File: src/rtl/vga_timing_decoder.sv
// Recovers pixel/line counters from raw VGA sync inputs and tracks lock to the
// configured timing, flagging and counting every loss of lock.
module vga_timing_decoder #(
    parameter int H_TOTAL      = 1056,
    parameter int H_SYNC_START = 840,
    parameter int V_TOTAL      = 628,
    parameter int V_SYNC_START = 601,
    parameter int TIMEOUT      = 2112
) (
    input  logic        clk,
    input  logic        rst,
    input  logic        hsync_in,
    input  logic        hblnk_in,
    input  logic        vsync_in,
    input  logic        vblnk_in,
    output logic [10:0] hcount_out,
    output logic [10:0] vcount_out,
    output logic        hsync_out,
    output logic        hblnk_out,
    output logic        vsync_out,
    output logic        vblnk_out,
    output logic        locked,
    output logic        err,
    output logic [7:0]  err_cnt
);

    // state    | meaning
    // SEARCH   | waiting for two consecutive lines of H_TOTAL cycles
    // H_LOCK   | line length confirmed, waiting for a frame of V_TOTAL lines
    // LOCKED   | counters trusted; any misplaced edge or timeout drops lock
    typedef enum logic [1:0] {SEARCH, H_LOCK, LOCKED} state_t;

    localparam logic [10:0] H_LAST = 11'(H_TOTAL - 1);
    localparam logic [10:0] H_SYNC = 11'(H_SYNC_START);
    localparam logic [10:0] H_PRE  = 11'(H_SYNC_START - 1);
    localparam logic [10:0] V_LAST = 11'(V_TOTAL - 1);
    localparam logic [10:0] V_SYNC = 11'(V_SYNC_START);
    localparam logic [10:0] V_PRE  = 11'(V_SYNC_START - 1);
    localparam logic [10:0] V_LEN  = 11'(V_TOTAL);
    localparam logic [10:0] MAX11  = 11'h7FF;
    localparam int          TW     = $clog2(TIMEOUT + 1);
    localparam logic [TW-1:0] TMR_LOAD = TW'(TIMEOUT);
    localparam logic [TW-1:0] TMR_ONE  = TW'(1);

    state_t        state, state_nxt;
    logic          h_edge, v_edge, h_wrap;
    logic          line_good, frame_good, bad_h, bad_v, timeout, lose_lock;
    logic [10:0]   line_len, frame_len;
    logic          line_valid, frame_valid, prev_line_good;
    logic [TW-1:0] tmr;

    // The delayed sync outputs double as the edge-detect history registers.
    assign h_edge     = hsync_in & ~hsync_out;
    assign v_edge     = vsync_in & ~vsync_out;
    assign h_wrap     = !h_edge && (hcount_out == H_LAST);
    assign line_good  = line_valid && (line_len == H_LAST);
    assign frame_good = frame_valid && (frame_len == V_LEN);
    assign timeout    = (tmr == TMR_ONE) && !h_edge;
    assign bad_h      = h_edge && (hcount_out != H_PRE);
    assign bad_v      = v_edge && (vcount_out != V_PRE) && (vcount_out != V_SYNC);

    always_ff @(posedge clk) begin
        if (!rst) begin
            hsync_out  <= 1'b0;
            hblnk_out  <= 1'b0;
            vsync_out  <= 1'b0;
            vblnk_out  <= 1'b0;
            hcount_out <= '0;
            vcount_out <= '0;
        end else begin
            hsync_out <= hsync_in;
            hblnk_out <= hblnk_in;
            vsync_out <= vsync_in;
            vblnk_out <= vblnk_in;
            if (h_edge)
                hcount_out <= H_SYNC;
            else if (hcount_out == H_LAST)
                hcount_out <= '0;
            else
                hcount_out <= hcount_out + 11'd1;
            if (v_edge)
                vcount_out <= V_SYNC;
            else if (h_wrap)
                vcount_out <= (vcount_out == V_LAST) ? 11'd0 : vcount_out + 11'd1;
        end
    end

    // Line meter holds cycles since the last hsync edge minus one; the first
    // edge after reset only arms it, since the span before it is not a line.
    always_ff @(posedge clk) begin
        if (!rst) begin
            line_len       <= '0;
            line_valid     <= 1'b0;
            prev_line_good <= 1'b0;
            tmr            <= '0;
            frame_len      <= '0;
            frame_valid    <= 1'b0;
        end else begin
            if (h_edge) begin
                line_len       <= '0;
                line_valid     <= 1'b1;
                prev_line_good <= line_good;
                tmr            <= TMR_LOAD;
            end else begin
                if (line_len != MAX11)
                    line_len <= line_len + 11'd1;
                if (tmr != '0)
                    tmr <= tmr - TMR_ONE;
            end
            if (v_edge) begin
                frame_len   <= {10'd0, h_edge};
                frame_valid <= 1'b1;
            end else if (h_edge && (frame_len != MAX11)) begin
                frame_len <= frame_len + 11'd1;
            end
        end
    end

    always_ff @(posedge clk) begin
        if (!rst)
            state <= SEARCH;
        else
            state <= state_nxt;
    end

    always_comb begin
        state_nxt = state;
        case (state)
            SEARCH: begin
                if (h_edge && line_good && prev_line_good)
                    state_nxt = H_LOCK;
            end
            H_LOCK: begin
                if (timeout || (h_edge && !line_good))
                    state_nxt = SEARCH;
                else if (v_edge && frame_good)
                    state_nxt = LOCKED;
            end
            LOCKED: begin
                if (timeout || bad_h || bad_v)
                    state_nxt = SEARCH;
            end
            default: state_nxt = SEARCH;
        endcase
    end

    always_comb begin
        locked    = (state == LOCKED);
        lose_lock = (state == LOCKED) && (state_nxt == SEARCH);
    end

    always_ff @(posedge clk) begin
        if (!rst) begin
            err     <= 1'b0;
            err_cnt <= '0;
        end else begin
            err <= lose_lock;
            if (lose_lock && (err_cnt != 8'hFF))
                err_cnt <= err_cnt + 8'd1;
        end
    end

endmodule
File: config.mk
export PLATFORM = sky130hd
export DESIGN_NAME = vga_timing_decoder
export DESIGN_NICKNAME = d
export VERILOG_FILES = /design/src/rtl/vga_timing_decoder.sv
export SDC_FILE = /design/constraint.sdc
export NUM_CORES = 1
export LEC_CHECK = 0
export BUFFER_PORTS_ARGS = -buffer_cell sky130_fd_sc_hd__clkbuf_2
export CORE_ASPECT_RATIO = 1.25
export CORE_UTILIZATION = 40
export CTS_CLUSTER_SIZE = 8
export DETAILED_ROUTE_END_ITERATION = 7
export PLACE_DENSITY = 0.7
export SKIP_LAST_GASP = 1
export SLEW_MARGIN = 20
export SYNTH_ARGS = -nofsm -noshare
export SYNTH_HDL_FRONTEND = slang
export SYNTH_SLANG_ARGS = --single-unit
File: constraint.sdc
create_clock -name clk -period 3.57 [get_ports clk]
set_input_delay 0.714 -clock clk [delete_from_list [all_inputs] [get_ports clk]]
set_output_delay 0.714 -clock clk [all_outputs]
set_load 0.03 [all_outputs]
Word level (Yosys, flattened, before mapping)
Cells that the tools add are included.
Word-level totals
  bits of input ports: 6
  bits in registers: 74
  output and inout bits: 36
  word-level logic and storage cells: 85
Cells by class
  add/subtract/negate cells: 6
  multiplexer cells: 14
  reduce and logical (&&, ||, !) cells: 28
  bitwise operators: 5
  equal/unequal tests: 13
Operators by type and width (count)
  adder 11 x 1 -> 11 bit (second input constant): 4
  2-to-1 mux 10 bit: 4
  != test 11 x 10 -> 1 bit (second input constant): 3
  2-to-1 mux 12 bit: 2
  == test 11 x 10 -> 1 bit (second input constant): 2
  == test 11 bit (second input constant): 2
  != test 11 bit (second input constant): 2
  logical AND 1 bit: 14
  == test 12 x 1 -> 1 bit (second input constant): 1
  nonzero test 12 bit: 1
  subtractor 12 x 1 -> 12 bit (second input constant): 1
  2-to-1 mux 11 bit: 1
  adder 8 x 1 -> 8 bit (second input constant): 1
  2-to-1 mux 2 bit: 4
  != test 8 bit (second input constant): 1
  one-hot mux 2 bit (3 select lines): 1
  nonzero test 2 bit: 3
  logical NOT 2 bit: 2
  OR reduction 2 bit: 2
  logical OR 1 bit: 3
  inverter 1 bit: 3
  OR reduction 3 bit: 1
  bitwise AND 1 bit: 2
  == test 2 x 1 -> 1 bit (second input constant): 1
  other kinds (3): 5

Longest topological paths before layout
  depth in word-level cells: 11
  mapped depth: 9
  gate-level depth less buffers: 8

Worst setup path after synthesis
No wires, ideal clock.
  path type: register to register
  from: register tmr[4]
  to: register tmr[11]
  data required time: 3.437 ns
  arrival: 1.857 ns
  stages on the path, launching flop included: 8
  setup slack: 1.580 ns
  buffers on the path: 1
  period minus slack after synthesis: 1.990 ns
  setup time: 0.133 ns
  cells stage by stage: dfxtp_1 or4_4 or4_4 buf_6 nand4_2 nor3b_2 xnor2_1 a21oi_1
On the way
  word-level cells in the longest chain between the ends: 3
  elaborated cells between the ends (all ways): 5
  classes of those cells: 1 x add/sub; 2 x mux; 2 x reduce/logical
Ends and longest elaborated chain
  start: declaration: line 50  | logic [TW-1:0] tmr;
  start signal: assignment: line 108  | tmr <= tmr - TMR_ONE;
  subtractor 12 x 1 -> 12 bit: line 108
  2-to-1 mux 12 bit: line 107  | if (tmr != '0)
  2-to-1 mux 12 bit: line 99  | if (h_edge) begin
Several ways; a longest one is shown, not always the timed one. The select of a mux whose other input is x is not followed.
A chain may end at the register's enable or synchronous reset.

Final worst setup path
  from: input hsync_in
  to: register vcount_out[5]
On the way
  word-level cells in the longest chain between the ends: 3
Ends and longest elaborated chain
  start: declaration: line 12  | input logic hsync_in,
  bitwise AND 1 bit: line 53  | assign h_edge = hsync_in & ~hsync_out;
  logical NOT 1 bit: line 55  | assign h_wrap = !h_edge && (hcount_out == H_LAST);
  logical AND 1 bit: line 55
  end signal: assignment: line 84  | vcount_out <= (vcount_out == V_LAST) ? 11'd0 : vcount_out + 11'd1;
  end: declaration: line 17  | output logic [10:0] vcount_out,
No other way between the ends.

==> qor.txt <==
Chip Width: 84.38 µm
Clock Skews: 0.009940 ns
Total GRT Usage: 16.92%
Seq pwr share: 44.0%
Yosys reg bits: 74
Nets: 452
Crit share post-route: 61.60%
CTS H-tree depth: 3
NetSw: 0.7195 mW
Num CTS Buffers: 9
Comb power frac: 25.5%
Mapped Cells: 391
Die area: 8858 µm²
P&R area growth vs syn: 14.86%
Post-CTS sizing: 0
Critical path endpoint category: flop
CORE AREA: 8240 µm²
Chip height: 105.0 µm
HPWL after detailed placement: 5.068 mm
Via count: 2,833
Clock transition at path regs: 0.08 ns
Worst Path Required: 3.80 ns
Slew HR: 50.76%
Floorplan row count: 37
Max-cap violations: 0
Setup violators final: 0
CTS root buf: clkbuf_8
Worst path most repeated cell: nor2_1
Most frequent cells in the layout: 74 x dfxtp_1, 60 x nor2_1, 41 x clkbuf_2, 30 x a21oi_1, 29 x nand2_1
RSZ-0062 raised after global routing: no
Count of cell types in the netlist: 49
Post-synth EDFFs: 0
Largest net degree at the start of global routing: 20
Register area share after synthesis: 43.66%
Congestion Overflow GR: 0
Period minus WS final: 2.199 ns
DR vias/cell: 5.276
Max clock buf depth: 2
Worst-Skew Late Latency: 0.35 ns
Drt wl/cell: 13.27 µm
Pwr Total: 2.244 mW
CP Launch Type: input port
Number of global-route vias before repair: 2,662
RePlAce Congestion: 0.8871
Critical path's largest stage delay: 0.53 ns
Slew @ Worst Pin: 0.7306 ns
Clock Power Share: 30.5%
Mean Syn Cell Area: 8.678 µm²
Hold buffer count at CTS: 0
CP Cell Sequence: clkbuf_2, nand2b_1, nand4_1, nor2_1, nand3_1, xor2_1, nor2_1
Post-Route WL: 7.124 mm
Initial drt markers: 106
Ys Warns: 0
Fillcell total: 811
Mapped Area: 3393 µm²
R2R cell count: 6
ANT nets after route: 0
Most common cell after layout, fill and taps aside: dfxtp_1
Worst Hold Class: flop to flop
Async S/R FF share, synth: 0%
Final setup margin: 1.371 ns
Hold path depth: 1
Sw Share: 32.07%
Slew Limit Fails: 0
IO Pins: 42
WS Path Type: input port to flop
Layout cells sized above 1: 16.14%
Sink Count: 74
Leakage: 1.525 nW
Pwr/cell area: 575.7 nW/µm²
Failing checks: DRC
Ys flop type: dfxtp_1
Status: complete, but fails checks
VDD IR max: 0.0003901 V
# port buffers: 41
ANT cells: 0
First-pass GRT wire length: 11.96 mm
Slowest-stage cell, CP: nand4_1
P_int: 1.524 mW
Post-Synthesis Net Count: 408
Setup TNS: 0 ns
CP arrival: 2.43 ns
Pre-CTS setup slack: 0.9954 ns
Initial antenna violation count: 0
Max Clock Freq: 0.4547 GHz
CTS tree: yes
# DRC: 2
TritonRoute pass-1 iters: 6
Initial Utilization: 41.18%
Post-CTS Setup Bufs: 0
Final hold violations: 0
Crit path max fanout: 14
Flop2flop setup slack: 1.41 ns
[stage by stage]
stage                     hold slack [ns]  utilization (%)  std cells  instance area (µm²)
after floorplan                    0.4318                -        391                 3393
after global placement             0.4409            44.73        521                 3686
after detailed placement           0.4614            44.73        521                 3686
after CTS                          0.4808            47.30        537                 3897
after global routing               0.5024            47.30        537                 3897
final                              0.4762            47.30        537                 3897
[worst max-delay path, delay by kind of cell]
| kind | cells | cell delay [ns] |
|---|---|---|
| AND/OR/NAND/NOR | 5 | 1.47 |
| XOR/XNOR | 1 | 0.15 |
| buffers and inverters | 1 | 0.10 |
[worst paths after layout]
kind / from / to
worst max-delay path: hsync_in / vcount_out[5]
worst min register to register: hcount_out[0] / hcount_out[0]
worst max register to register: hsync_out / vcount_out[5]
worst min-delay path: hcount_out[0] / hcount_out[0]
[Yosys cell counts (3+ instances only)]
library cell	instances	share of area, %
dfxtp_1	74	44
nor2_1	60	6.6
a21oi_1	30	4.4
nand2_1	29	3.2
nand3_1	23	3.4
xor2_1	20	5.2
xnor2_1	15	3.9
inv_1	12	1.3
ha_1	11	4.1
and3_1	10	1.8
nand4_1	10	1.8
o21ai_0	9	1.3
a31oi_1	8	1.5
clkbuf_1	8	0.88
mux2i_1	5	1.5
nand2b_1	5	0.92
nor2b_1	5	0.92
or3_1	5	0.92
and2_1	4	0.74
nor3_1	4	0.59
nor4_1	4	0.74
a211oi_1	3	0.66
nand3b_1	3	0.66
or2_2	3	0.55
[kinds of logic after synthesis]
kind of cell / synth area share [%]
simple gates: 27.62
xor+xnor: 9.034
compound gates: 11.51
buf+inv: 2.655
fa+ha+maj: 4.056
flops: 43.66
mux: 1.475
[power by group through the flow]
stage	Clock, mW	Combinational [mW]	Sequential (mW)
after floorplan	0	0.469	1.01
after global placement	0	0.560	1.00
after detailed placement	0	0.567	1.00
after CTS	0.706	0.575	0.985
after global routing	0.737	0.649	0.998
final	0.684	0.572	0.987
[routing by layer]
metal / up-vias / wire, µm / GRT usage [%]
li1: 1457 / - / -
met1: 1331 / 3111 / 19.82
met2: 39 / 3609 / 29.04
met3: 6 / 304 / 3.791
met4: 0 / 97 / 8.232
met5: - / 0 / 0
[flip-flops by register name, summed over array words and instances (netlist names), 2 cells and up]
register,flops
frame_len,11
state,2
vcount_out,11
err_cnt,8
line_len,11
tmr,12
hcount_out,11
[layout make-up]
| cell class | count | area, µm² | share of cell area [%] |
|---|---|---|---|
| Multi-Input combinational cell | 295 | 1822 | 46.74 |
| Sequential cell | 74 | 1481 | 38.01 |
| Clock buffer | 11 | 151.4 | 3.884 |
| Tap cell | 97 | 121.4 | 3.114 |
| Clock inverter | 5 | 60.06 | 1.541 |
| Timing Repair Buffer | 42 | 212.7 | 5.457 |
| Inverter | 13 | 48.80 | 1.252 |
Note: power is estimated with default switching activity, not from simulation.
